<file path="config.mk">
export PLATFORM = sky130hd
export DESIGN_NAME = signed_div_seq_ctrl
export DESIGN_NICKNAME = d
export VERILOG_FILES = /design/src/rtl/signed_div_seq_ctrl.sv
export SDC_FILE = /design/constraint.sdc
export NUM_CORES = 1
export LEC_CHECK = 0
export ABC_AREA = 1
export CAP_MARGIN = 10
export CORE_ASPECT_RATIO = 0.75
export CORE_MARGIN = 4
export CORE_UTILIZATION = 30
export CTS_CLUSTER_SIZE = 16
export DETAILED_ROUTE_END_ITERATION = 12
export PLACE_DENSITY_LB_ADDON = 0.12
export SLEW_MARGIN = 20
export SYNTH_ARGS = -nofsm -noshare
export SYNTH_HDL_FRONTEND = slang
export SYNTH_SLANG_ARGS = --single-unit
</file>
<file path="constraint.sdc">
create_clock -name clk -period 2.25 [get_ports clk]
set_input_delay 0.45 -clock clk [delete_from_list [all_inputs] [get_ports clk]]
set_output_delay 0.45 -clock clk [all_outputs]
set_load 0.02 [all_outputs]
</file>
<file path="src/rtl/signed_div_seq_ctrl.sv">
// signed_div_seq_ctrl: control FSM for a shared restoring signed divider.
// Sequences LOAD -> CHECK -> WIDTH x (ITER_A, ITER_B) -> FIX -> DONE and drives
// the datapath strobes as decodes of the state register. The datapath (A:Q
// shift register, divisor M, adder/subtractor, sign fix-up) lives elsewhere.
// Optional feature: define SIGNED_DIV_ABORT_EN to add an abort input that
// returns any busy state other than DONE to IDLE without a done pulse.
module signed_div_seq_ctrl #(
  parameter int WIDTH = 16,
  parameter int CW    = $clog2(WIDTH + 1)
) (
  input  logic          clk,
  input  logic          rst,
  input  logic          start,
  input  logic          dvd_sign,
  input  logic          dvs_sign,
  input  logic          dvs_zero,
  input  logic          rem_neg,
`ifdef SIGNED_DIV_ABORT_EN
  input  logic          abort,
`endif
  output logic          ld_dvd,
  output logic          ld_dvs,
  output logic          shift_sub,
  output logic          restore,
  output logic          set_q,
  output logic          neg_q,
  output logic          neg_r,
  output logic          busy,
  output logic          done,
  output logic          div_by_zero,
  output logic [CW-1:0] iter_cnt
);

  typedef enum logic [2:0] {
    S_IDLE,
    S_LOAD,
    S_CHECK,
    S_ITER_A,
    S_ITER_B,
    S_FIX,
    S_DONE
  } state_e;

  localparam logic [CW-1:0] CNT_INIT = CW'(WIDTH);
  localparam logic [CW-1:0] CNT_ONE  = CW'(1);

  state_e        state_q, state_d;
  logic [CW-1:0] cnt_q, cnt_d;
  logic          sq_q, sq_d;    // quotient must be negated at the end
  logic          sr_q, sr_d;    // remainder must be negated (dividend sign)
  logic          dbz_q, dbz_d;

  // State and context registers; synchronous active-high reset.
  // NOTE: sequential state uses non-blocking assignments so every register
  // samples the pre-edge value of every other register.
  always_ff @(posedge clk) begin
    if (rst) begin
      state_q <= S_IDLE;
      cnt_q   <= '0;
      sq_q    <= 1'b0;
      sr_q    <= 1'b0;
      dbz_q   <= 1'b0;
    end else begin
      state_q <= state_d;
      cnt_q   <= cnt_d;
      sq_q    <= sq_d;
      sr_q    <= sr_d;
      dbz_q   <= dbz_d;
    end
  end

  // Next-state, iteration counter and latched sign/error context.
  // NOTE: every variable gets a hold default before the case so no path
  // leaves it unassigned, which would otherwise infer a latch.
  always_comb begin
    state_d = state_q;
    cnt_d   = cnt_q;
    sq_d    = sq_q;
    sr_d    = sr_q;
    dbz_d   = dbz_q;
    case (state_q)
      S_IDLE: begin
        if (start) begin
          state_d = S_LOAD;
          dbz_d   = 1'b0;
        end
      end
      S_LOAD: begin
        sq_d    = dvd_sign ^ dvs_sign;
        sr_d    = dvd_sign;
        cnt_d   = CNT_INIT;
        state_d = S_CHECK;
      end
      S_CHECK: begin
        if (dvs_zero) begin
          dbz_d   = 1'b1;
          state_d = S_DONE;
        end else begin
          state_d = S_ITER_A;
        end
      end
      S_ITER_A: state_d = S_ITER_B;
      S_ITER_B: begin
        // Saturating decrement; the <= test also guarantees the loop ends
        // even if the counter were somehow zero on entry.
        if (cnt_q != '0) cnt_d = cnt_q - CNT_ONE;
        state_d = (cnt_q <= CNT_ONE) ? S_FIX : S_ITER_A;
      end
      S_FIX:  state_d = S_DONE;
      S_DONE: begin
        state_d = S_IDLE;
        cnt_d   = '0;
      end
      default: state_d = S_IDLE;
    endcase
`ifdef SIGNED_DIV_ABORT_EN
    // Abort wins over the normal transition in every busy state but DONE;
    // the error flag keeps whatever it held before this cycle.
    if (abort && (state_q != S_IDLE) && (state_q != S_DONE)) begin
      state_d = S_IDLE;
      cnt_d   = '0;
      dbz_d   = dbz_q;
    end
`endif
  end

  // Moore decode of the datapath strobes and status outputs.
  always_comb begin
    ld_dvd    = 1'b0;
    ld_dvs    = 1'b0;
    shift_sub = 1'b0;
    restore   = 1'b0;
    set_q     = 1'b0;
    neg_q     = 1'b0;
    neg_r     = 1'b0;
    case (state_q)
      S_LOAD: begin
        ld_dvd = 1'b1;
        ld_dvs = 1'b1;
      end
      S_ITER_A: shift_sub = 1'b1;
      S_ITER_B: begin
        restore = rem_neg;
        set_q   = ~rem_neg;
      end
      S_FIX: begin
        neg_q = sq_q;
        neg_r = sr_q;
      end
      default: ;
    endcase
    busy        = (state_q != S_IDLE);
    done        = (state_q == S_DONE);
    div_by_zero = dbz_q;
    iter_cnt    = cnt_q;
  end

endmodule

</file>
### Yosys cells after proc, flatten, opt, wreduce, memory -nomap -nowiden

Cells that the tools add are included.
W data, S select, Z words.

| storage, ports and cells | value |
|---|---|
| input bits | 7 |
| word-level logic and storage cells | 40 |
| register bits | 11 |
| output and inout port bits | 15 |

| operators by class | value |
|---|---|
| order comparisons | 1 |
| reduce and logical (&&, ||, !) cells | 7 |
| eq/ne operators | 9 |
| bitwise logic cells | 2 |
| add/subtract/negate cells | 1 |
| muxes and demuxes | 15 |

Operator list:

| cell | number |
|---|---|
| $pmux W3 S6 | 1 |
| $pmux W5 S3 | 1 |
| $eq A3 B3 Y1 const B | 3 |
| $mux W3 | 3 |
| $mux W1 | 8 |
| $eq A3 B2 Y1 const B | 2 |
| $ne A2 B2 Y1 const B | 3 |
| $reduce_bool A3 Y1 | 2 |
| $le A5 B1 Y1 const B | 1 |
| $mux W5 | 1 |
| $reduce_bool A5 Y1 | 1 |
| $sub A5 B1 Y5 const B | 1 |
| $eq A3 B1 Y1 const B | 1 |
| $logic_not A3 Y1 | 1 |
| $reduce_and A3 Y1 | 1 |
| $pmux W1 S2 | 1 |
| $reduce_and A2 Y1 | 1 |
| $reduce_bool A2 Y1 | 1 |
| $not A1 Y1 | 1 |
| $xor A1 B1 Y1 | 1 |

### Longest topological paths before layout

Gate-level depths: netlist (run 1).

| depth | value |
|---|---|
| depth in word-level cells | 3 |
| gate-level depth with buffers | 9 |
| mapped depth without buffers | 9 |

### Worst setup path before layout (run 1)

Ideal clock, no wire load.

| timing path | value |
|---|---|
| path kind | register -> output |
| from | reg state_q[2] |
| to | out ld_dvs |
| required time | 1,800 ps |
| cell stages (with the launch flop) | 5 |
| path slack | 789 ps |
| data arrival time | 1,011 ps |
| cells stage by stage | dfxtp_1 inv_1 nand3_2 inv_1 buf_4 |

| on the way | value |
|---|---|
| cells in the longest elaborated chain, start to end | 2 |

RTL lines:

| element | RTL line | source |
|---|---|---|
| from (decl) | 47 | `state_e state_q, state_d;` |
| from (signal assigned) | 64 | `state_q <= state_d;` |
| $eq A3 B1 Y1 | -- |  |
| $mux W1 | -- |  |
| to (decl) | 22 | `output logic ld_dvs,` |

Every way passes these cells.

### Worst setup path in the final report (run 1)

| timing path | value |
|---|---|
| from | reg state_q[0] |
| to | out busy |

| on the way | value |
|---|---|
| cells in the longest elaborated chain, start to end | 1 |

RTL lines:

| element | RTL line | source |
|---|---|---|
| $reduce_bool A3 Y1 | 152 | `busy = (state_q != S_IDLE);` |
| to (decl) | 28 | `output logic busy,` |

Every way passes these cells.

==> results.md, run 1 <==
- Post-synth EDFFs: 0
- Ant. Diodes: 0
- Syn avg cell area: roughly 6.6 um^2
- I/O pins: 22
- Hold_sp: sr_q$_SDFFE_PP0P_
- Die Height: ~50 um
- Worst slew margin: 0.802
- Design area: 995 um^2
- Dpl cell area: 955 um^2
- Largest net degree at the start of global routing: 9
- Initial DRT Pass Iterations: 4
- R2R Path End: iter_cnt[4]$_SDFFE_PP0P_
- WP buf/inv: 3
- Crit-path max FO: 7
- Worst hold path type: reg -> reg
- Seq/Total Area, Yosys: 0.309
- Slowest cell delay on critical path: 0.59 ns
- GRT Util Overall: 0.118
- Least-Margin Pin Slew: 0.296 ns
- CP Data Required Time: 1.80 ns
- Detail-routed via count per cell: about 4.3
- Max Cap Viol: 0
- CP top delay family: buffers and inverters
- TritonCTS clock tree: done
- Crit path max-delay cell type: clkdlybuf4s50_1
- Final net count: 143
- Setup TNS: 0 ns
- Clk buf depth: 2
- Post-route ant nets: 0
- CTS buffer count: 3
- Worst IR Drop VDD: 0.423 mV
- Asr flop ratio synth: 0
- Top post-synthesis cells by count: nand2_1 (22), inv_1 (17), nor2_1 (17), dfxtp_1 (11), nand3_1 (10)
- Chip Width: approximately 64 um
- Reg2Reg Depth: 9
- Syn Inst Count: 108
- Most common cell in the netlist: nand2_1
- FMAX: 466 MHz
- Tmin final: 2.15 ns
- H-tree Lvls: 1
- IO Port Bufs: 21
- Fin. max-slew vios: 0
- Clk slew on worst S/H paths: around 0.07 ns
- Mapped Area: 712 um^2
- Site row count: 14
- CP Launch Type: flop
- First-pass GRT wire length: 2.88 mm
- Clk sinks: 11
- Worst setup margin: just over 0.1 ns
- Place WS: 0.138 ns
- Status: finished clean
- Post-synth top flop: dfxtp_1
- Top cell type's share of synthesized area: 0.309
- CP Data Arrival Time: 1.70 ns
- Clock skew: between 0.007 and 0.008 ns
- Setup Buffers After CTS: 0
- PwrDens: 1180 nW/um^2
- Initial antenna violation count: 0
- Layout cells sized above 1: 0.0985
- DR iter-0 viols: 25
- Setup CP Type: reg -> out
- Gr ovfl total: 0
- #FFs+latches synth: 11
- Clk_lat worst skew: 0.28 ns
- Synth warn: 0
- Count of different cell masters after synthesis: 20
- Starting Density: 0.336
- DRC errors left: 0
- Synth area leader: dfxtp_1
- Post-DP HPWL: 1.39 mm
- Synth Net Count: 118
- Fill count: 233
- Worst r2r src: iter_cnt[0]$_SDFFE_PP0P_
- DR WL/cell: 10.8 um
- Hold Path Cell Cnt: 2
- Vias in the first global route: 640
- DR vias: 713
- Routed WL: 1.77 mm
- Area growth syn-to-layout: 39.7%
- Power consumption: ~0.0012 W
- Hold EP: sr_q$_SDFFE_PP0P_
- Crit-path cells: inv_2, nand2_1, nor2_1, inv_1, clkdlybuf4s50_1
- Final setup vio count: 0
- CP Capture Type: output pin
- Leak pwr: 0.471 nW
- Clk Tree Root Cell: clkbuf_4
- Tcrit/Tclk final: 0.954
- RSZ-0062 raised after global routing: false
- Top post-synthesis cells by area: dfxtp_1 (31%), nand2_1 (12%), inv_1 (9.0%)
- Routability Congestion: 0.835
- Final Hold Violating Endpoints: 0
- Core ar.: 2120 um^2
- Area of the die: 3220 um^2
- R2r setup slk: about 0.94 ns
[cell families after synthesis]
logic type      Yosys count  synth area share
simple gates             59             0.402
compound gates           13             0.100
buf+inv                  20             0.111
fa+ha+maj                 3            0.0527
flops                    11             0.309
xor+xnor                  2            0.0246
[routing by layer]
| layer | wire [um] | GRT usage | up-vias |
|---|---|---|---|
| met5 | 0 | 0 | - |
| met4 | 38 | 0.0632 | 0 |
| met3 | 145 | 0.0603 | 4 |
| met2 | 704 | 0.161 | 24 |
| met1 | 881 | 0.151 | 291 |
| li1 | - | - | 394 |
[power breakdown]
| part | leakage, nW | internal, W | switching (W) |
|---|---|---|---|
| Sequential | 0.0905 | 0.000258 | 0.0000573 |
| Combinational | 0.366 | 0.000283 | 0.000439 |
| Clock | 0.0150 | 0.0000688 | 0.0000678 |
[worst max path at each step]
stage	startpoint	endpoint	slack (ns)	cells after the start
after global placement	rem_neg	restore	0.14	4
final	state_q[0]$_SDFFE_PP0P_	busy	0.10	5
after detailed placement	rem_neg	restore	0.14	4
after CTS	state_q[2]$_SDFFE_PP0P_	ld_dvd	0.05	4
after floorplan	state_q[2]$_SDFFE_PP0P_	ld_dvs	0.79	4
after global routing	state_q[0]$_SDFFE_PP0P_	busy	0.01	5
[worst register-to-register path: cells and delay by family (launching register included)]
kind | cells | cell delay, ns
adder cells (fa/ha/maj) | 1 | 0.15
AND/OR/NAND/NOR | 7 | 0.60
buffers and inverters | 1 | 0.11
flip-flops | 1 | 0.34
[sequential cells by signal (all words and copies together), names as in the netlist]
register	flops
sr_q	1
sq_q	1
iter_cnt	5
div_by_zero	1
state_q	3
[repair_timing]
action                                  in CTS  in global routing
gates resized for setup                      0                  4
endpoints found under the setup margin       0                  4
hold buffers                                 0                  0
[layout make-up]
class                      instances  area [um^2]  area share
inverter                          19         71.3      0.0717
timing repair buffer              21          215       0.216
multi-input combinational         77          420       0.423
sequential                        11          221       0.223
clock buffer                       4         26.3      0.0264
tap                               32         40.0      0.0403
[layout by cell type (no fill, tap or decap), types with 4 or more instances in the layout]
master / n
o21ai_0: 4
a21oi_1: 6
nand3_1: 10
inv_1: 17
clkdlybuf4s50_1: 19
nand2_1: 22
nor2_1: 17
dfxtp_1: 10
[metrics by stage]
stage / hold WS, ns / utilization / std cells
after floorplan: 0.429 / - / 108
after global placement: 0.438 / 0.450 / 160
after detailed placement: 0.443 / 0.450 / 160
after CTS: 0.454 / 0.463 / 164
after global routing: 0.498 / 0.469 / 164
final: 0.451 / 0.469 / 164
Power figures use the tool's default switching activity.
==> inputs of run 2 (changes only) <==
--- a/config.mk
+++ b/config.mk
@@ -10,6 +10,7 @@
 export CORE_ASPECT_RATIO = 0.75
 export CORE_MARGIN = 4
 export CORE_UTILIZATION = 30
+export CTS_CLUSTER_DIAMETER = 60
 export CTS_CLUSTER_SIZE = 16
 export DETAILED_ROUTE_END_ITERATION = 12
 export PLACE_DENSITY_LB_ADDON = 0.12
==> results of run 2 <==
No change in the layout: final DEF, timing and power equal those of run 1.
==> inputs of run 3 (changes only) <==
--- a/config.mk
+++ b/config.mk
@@ -13,6 +13,7 @@
 export CTS_CLUSTER_DIAMETER = 60
 export CTS_CLUSTER_SIZE = 16
 export DETAILED_ROUTE_END_ITERATION = 12
+export MAX_ROUTING_LAYER = met4
 export PLACE_DENSITY_LB_ADDON = 0.12
 export SLEW_MARGIN = 20
 export SYNTH_ARGS = -nofsm -noshare
==> constraint.sdc (replaced) <==
create_clock -name clk -period 2.7 [get_ports clk]
set_input_delay 0.54 -clock clk [delete_from_list [all_inputs] [get_ports clk]]
set_output_delay 0.54 -clock clk [all_outputs]
set_load 0.02 [all_outputs]
==> run 3 against run 2 <==
Die area did not move; critical path type unchanged; critical path depth fell by 1; cell count did not move; sequential share of layout area rose by 0.18 points; via count rose by 3.2%; clock skew fell by 0.0046 ns; non-clock buffer count did not move.
==> results.md, run 3 (synthesized netlist as in run 1, its figures left out) <==
- Layout cells sized above 1: 0.0909 (was 0.0985)
- Tcrit/Tclk final: 0.850
- CP Capture Type: output pin (unchanged)
- Die Height: 50.2 um (unchanged)
- Clk sinks: 11 (unchanged)
- Detail-routed via count per cell: 4.49 (was 4.35)
- Finished Core Util: 0.463 (was 0.469)
- Fin Hold WS: 0.450 ns (was 0.451 ns)
- Crit path max-delay cell type: clkdlybuf4s50_1 (unchanged)
- Hold_sp: sr_q$_SDFFE_PP0P_ (unchanged)
- Clock skew: 0.00329 ns (was 0.00786 ns)
- DRC errors left: 0 (unchanged)
- Core ar.: 2120 um^2 (unchanged)
- Worst r2r src: iter_cnt[0]$_SDFFE_PP0P_ (unchanged)
- FMAX: 436 MHz
- Routed WL: 1.79 mm (was 1.77 mm)
- CTS resizes: 0 (unchanged)
- Clk_lat worst skew: 0.27 ns (was 0.28 ns)
- Worst IR Drop VDD: 0.368 mV (was 0.423 mV)
- Slowest cell delay on critical path: 0.61 ns (was 0.59 ns)
- Worst setup endpoint: ld_dvd (was busy)
- R2r setup slk: 1.39 ns (was 0.94 ns)
- DR WL/cell: 10.9 um (was 10.8 um)
- GRT Util Overall: 0.122 (was 0.118)
- Clk slew on worst S/H paths: 0.07 ns (about the same)
- Starting Density: 0.336 (unchanged)
- DR vias: 736 (was 713)
- I/O pins: 22 (unchanged)
- R2R Path End: iter_cnt[4]$_SDFFE_PP0P_ (unchanged)
- Tmin final: 2.30 ns
- CP Launch Type: flop (unchanged)
- Hold-fix buffers, CTS: 0 (unchanged)
- Commonest non-fill, non-tap cell in the layout: nand2_1 (unchanged)
- Initial DRT Pass Iterations: 4 (unchanged)
- WP buf/inv: 3 (unchanged)
- Fin. max-slew vios: 0 (unchanged)
- Levels on crit path: 4 (was 5)
- Initial antenna violation count: 0 (unchanged)
- Placed Cells: 160 (unchanged)
- Setup CP Type: reg -> out (unchanged)
- Chip Width: 64.3 um (unchanged)
- Least-Margin Pin Slew: 0.313 ns (was 0.296 ns)
- Area growth syn-to-layout: 37.8% (was 39.7%)
- Crit path launch: state_q[2]$_SDFFE_PP0P_ (was state_q[0]$_SDFFE_PP0P_)
- Crit-path max FO: 7 (unchanged)
- Routability Congestion: 0.844 (was 0.835)
- Worst slew margin: 0.791 (was 0.802)
- Gr ovfl total: 0 (unchanged)
- Leak pwr: 0.440 nW (was 0.471 nW)
- Clk Tree Root Cell: clkbuf_4 (unchanged)
- Vias in the first global route: 687 (was 640)
- H-tree Lvls: 1 (unchanged)
- CP Data Arrival Time: 1.76 ns (was 1.70 ns)
- CP most frequent cell: inv_1
- Post-route ant nets: 0 (unchanged)
- CTS buffer count: 3 (unchanged)
- Setup Buffers After CTS: 0 (unchanged)
- CP Data Required Time: 2.16 ns (was 1.80 ns)
- CP top delay family: buffers and inverters (unchanged)
- Commonest non-fill, non-tap cells in the layout: nand2_1 (22), clkdlybuf4s50_1 (21), inv_1 (17), nor2_1 (17), dfxtp_1 (11) (was nand2_1 (22), clkdlybuf4s50_1 (19), inv_1 (17), nor2_1 (17))
- Ant. Diodes: 0 (unchanged)
- Final net count: 143 (unchanged)
- RSZ-0062 raised after global routing: false (unchanged)
- IO Port Bufs: 21 (unchanged)
- PwrDens: 997 nW/um^2 (was 1180 nW/um^2)
- TritonCTS clock tree: done (unchanged)
- First-pass GRT wire length: 3.04 mm (was 2.88 mm)
- Status: finished clean (unchanged)
- Finished Layout Cells: 164 (unchanged)
- Site row count: 14 (unchanged)
- Worst hold path type: reg -> reg (unchanged)
- Largest net degree at the start of global routing: 9 (unchanged)
- Crit-path cells: inv_1, nand3_2, inv_1, clkdlybuf4s50_1 (was inv_2, nand2_1, nor2_1, inv_1, clkdlybuf4s50_1)
- DR iter-0 viols: 19 (was 25)
- Reg2Reg Depth: 9 (unchanged)
- Clk buf depth: 2 (unchanged)
- Number of flip-flops in the largest register: 5 (unchanged)
- Final Hold Violating Endpoints: 0 (unchanged)
- Setup TNS: 0 ns (unchanged)
- Final setup vio count: 0 (unchanged)
- Post-DP HPWL: 1.38 mm (was 1.39 mm)
- Area of the die: 3220 um^2 (unchanged)
- Max Cap Viol: 0 (unchanged)
## run 3: cell count changes in the layout (fill, tap and decap cells not counted), sizes merged
cell	before	now
dlymetal6s2s	2	0
clkdlybuf4s50	19	21
## run 3: how the worst min path moves through the flow
| stage | end | slack, ns | depth (start not counted) |
|---|---|---|---|
| 2_1_floorplan | sr_q$_SDFFE_PP0P_ | 0.43 | 2 |
| 3_3_place_gp | sr_q$_SDFFE_PP0P_ | 0.44 | 2 |
| 3_5_place_dp | sr_q$_SDFFE_PP0P_ | 0.44 | 2 |
| 4_1_cts | sr_q$_SDFFE_PP0P_ | 0.45 | 2 |
| 5_1_grt | sr_q$_SDFFE_PP0P_ | 0.50 | 2 |
| 6_report | sr_q$_SDFFE_PP0P_ | 0.45 | 2 |
## run 3: power by group
group          leakage [nW]  internal [W]  total, W  switching (W)
Combinational         0.335      0.000236  0.000603       0.000367
Clock                0.0150     0.0000572  0.000114      0.0000563
Sequential           0.0900      0.000214  0.000261      0.0000471
## run 3: layout make-up
type / instances / area, um^2
multi-input combinational: 77 / 413
sequential: 11 / 220
inverter: 19 / 71.3
timing repair buffer: 21 / 210
clock buffer: 4 / 26.3
fill: 225 / 1140
tap: 32 / 40.0
## run 3: metrics by stage
step,area [um^2],setup slack (ns),power (W)
after global routing,981,0.275,0.00106
after CTS,981,0.388,0.000987
after global placement,955,0.411,0.000858
final,981,0.405,0.000978
after floorplan,712,1.15,0.000681
after detailed placement,955,0.403,0.000866
## run 3: worst min-delay path: stages, from the launching register on
cell     delay, ns
dfxtp_1       0.30
inv_1         0.06
a21oi_1       0.05
## run 3: per-layer routing
metal / up-vias / GRT usage / share of wire
li1: 397 / - / -
met1: 305 / 0.163 / 0.49
met2: 28 / 0.166 / 0.39
met3: 6 / 0.0491 / 0.088
met4: 0 / 0.0421 / 0.027
met5: - / - / 0
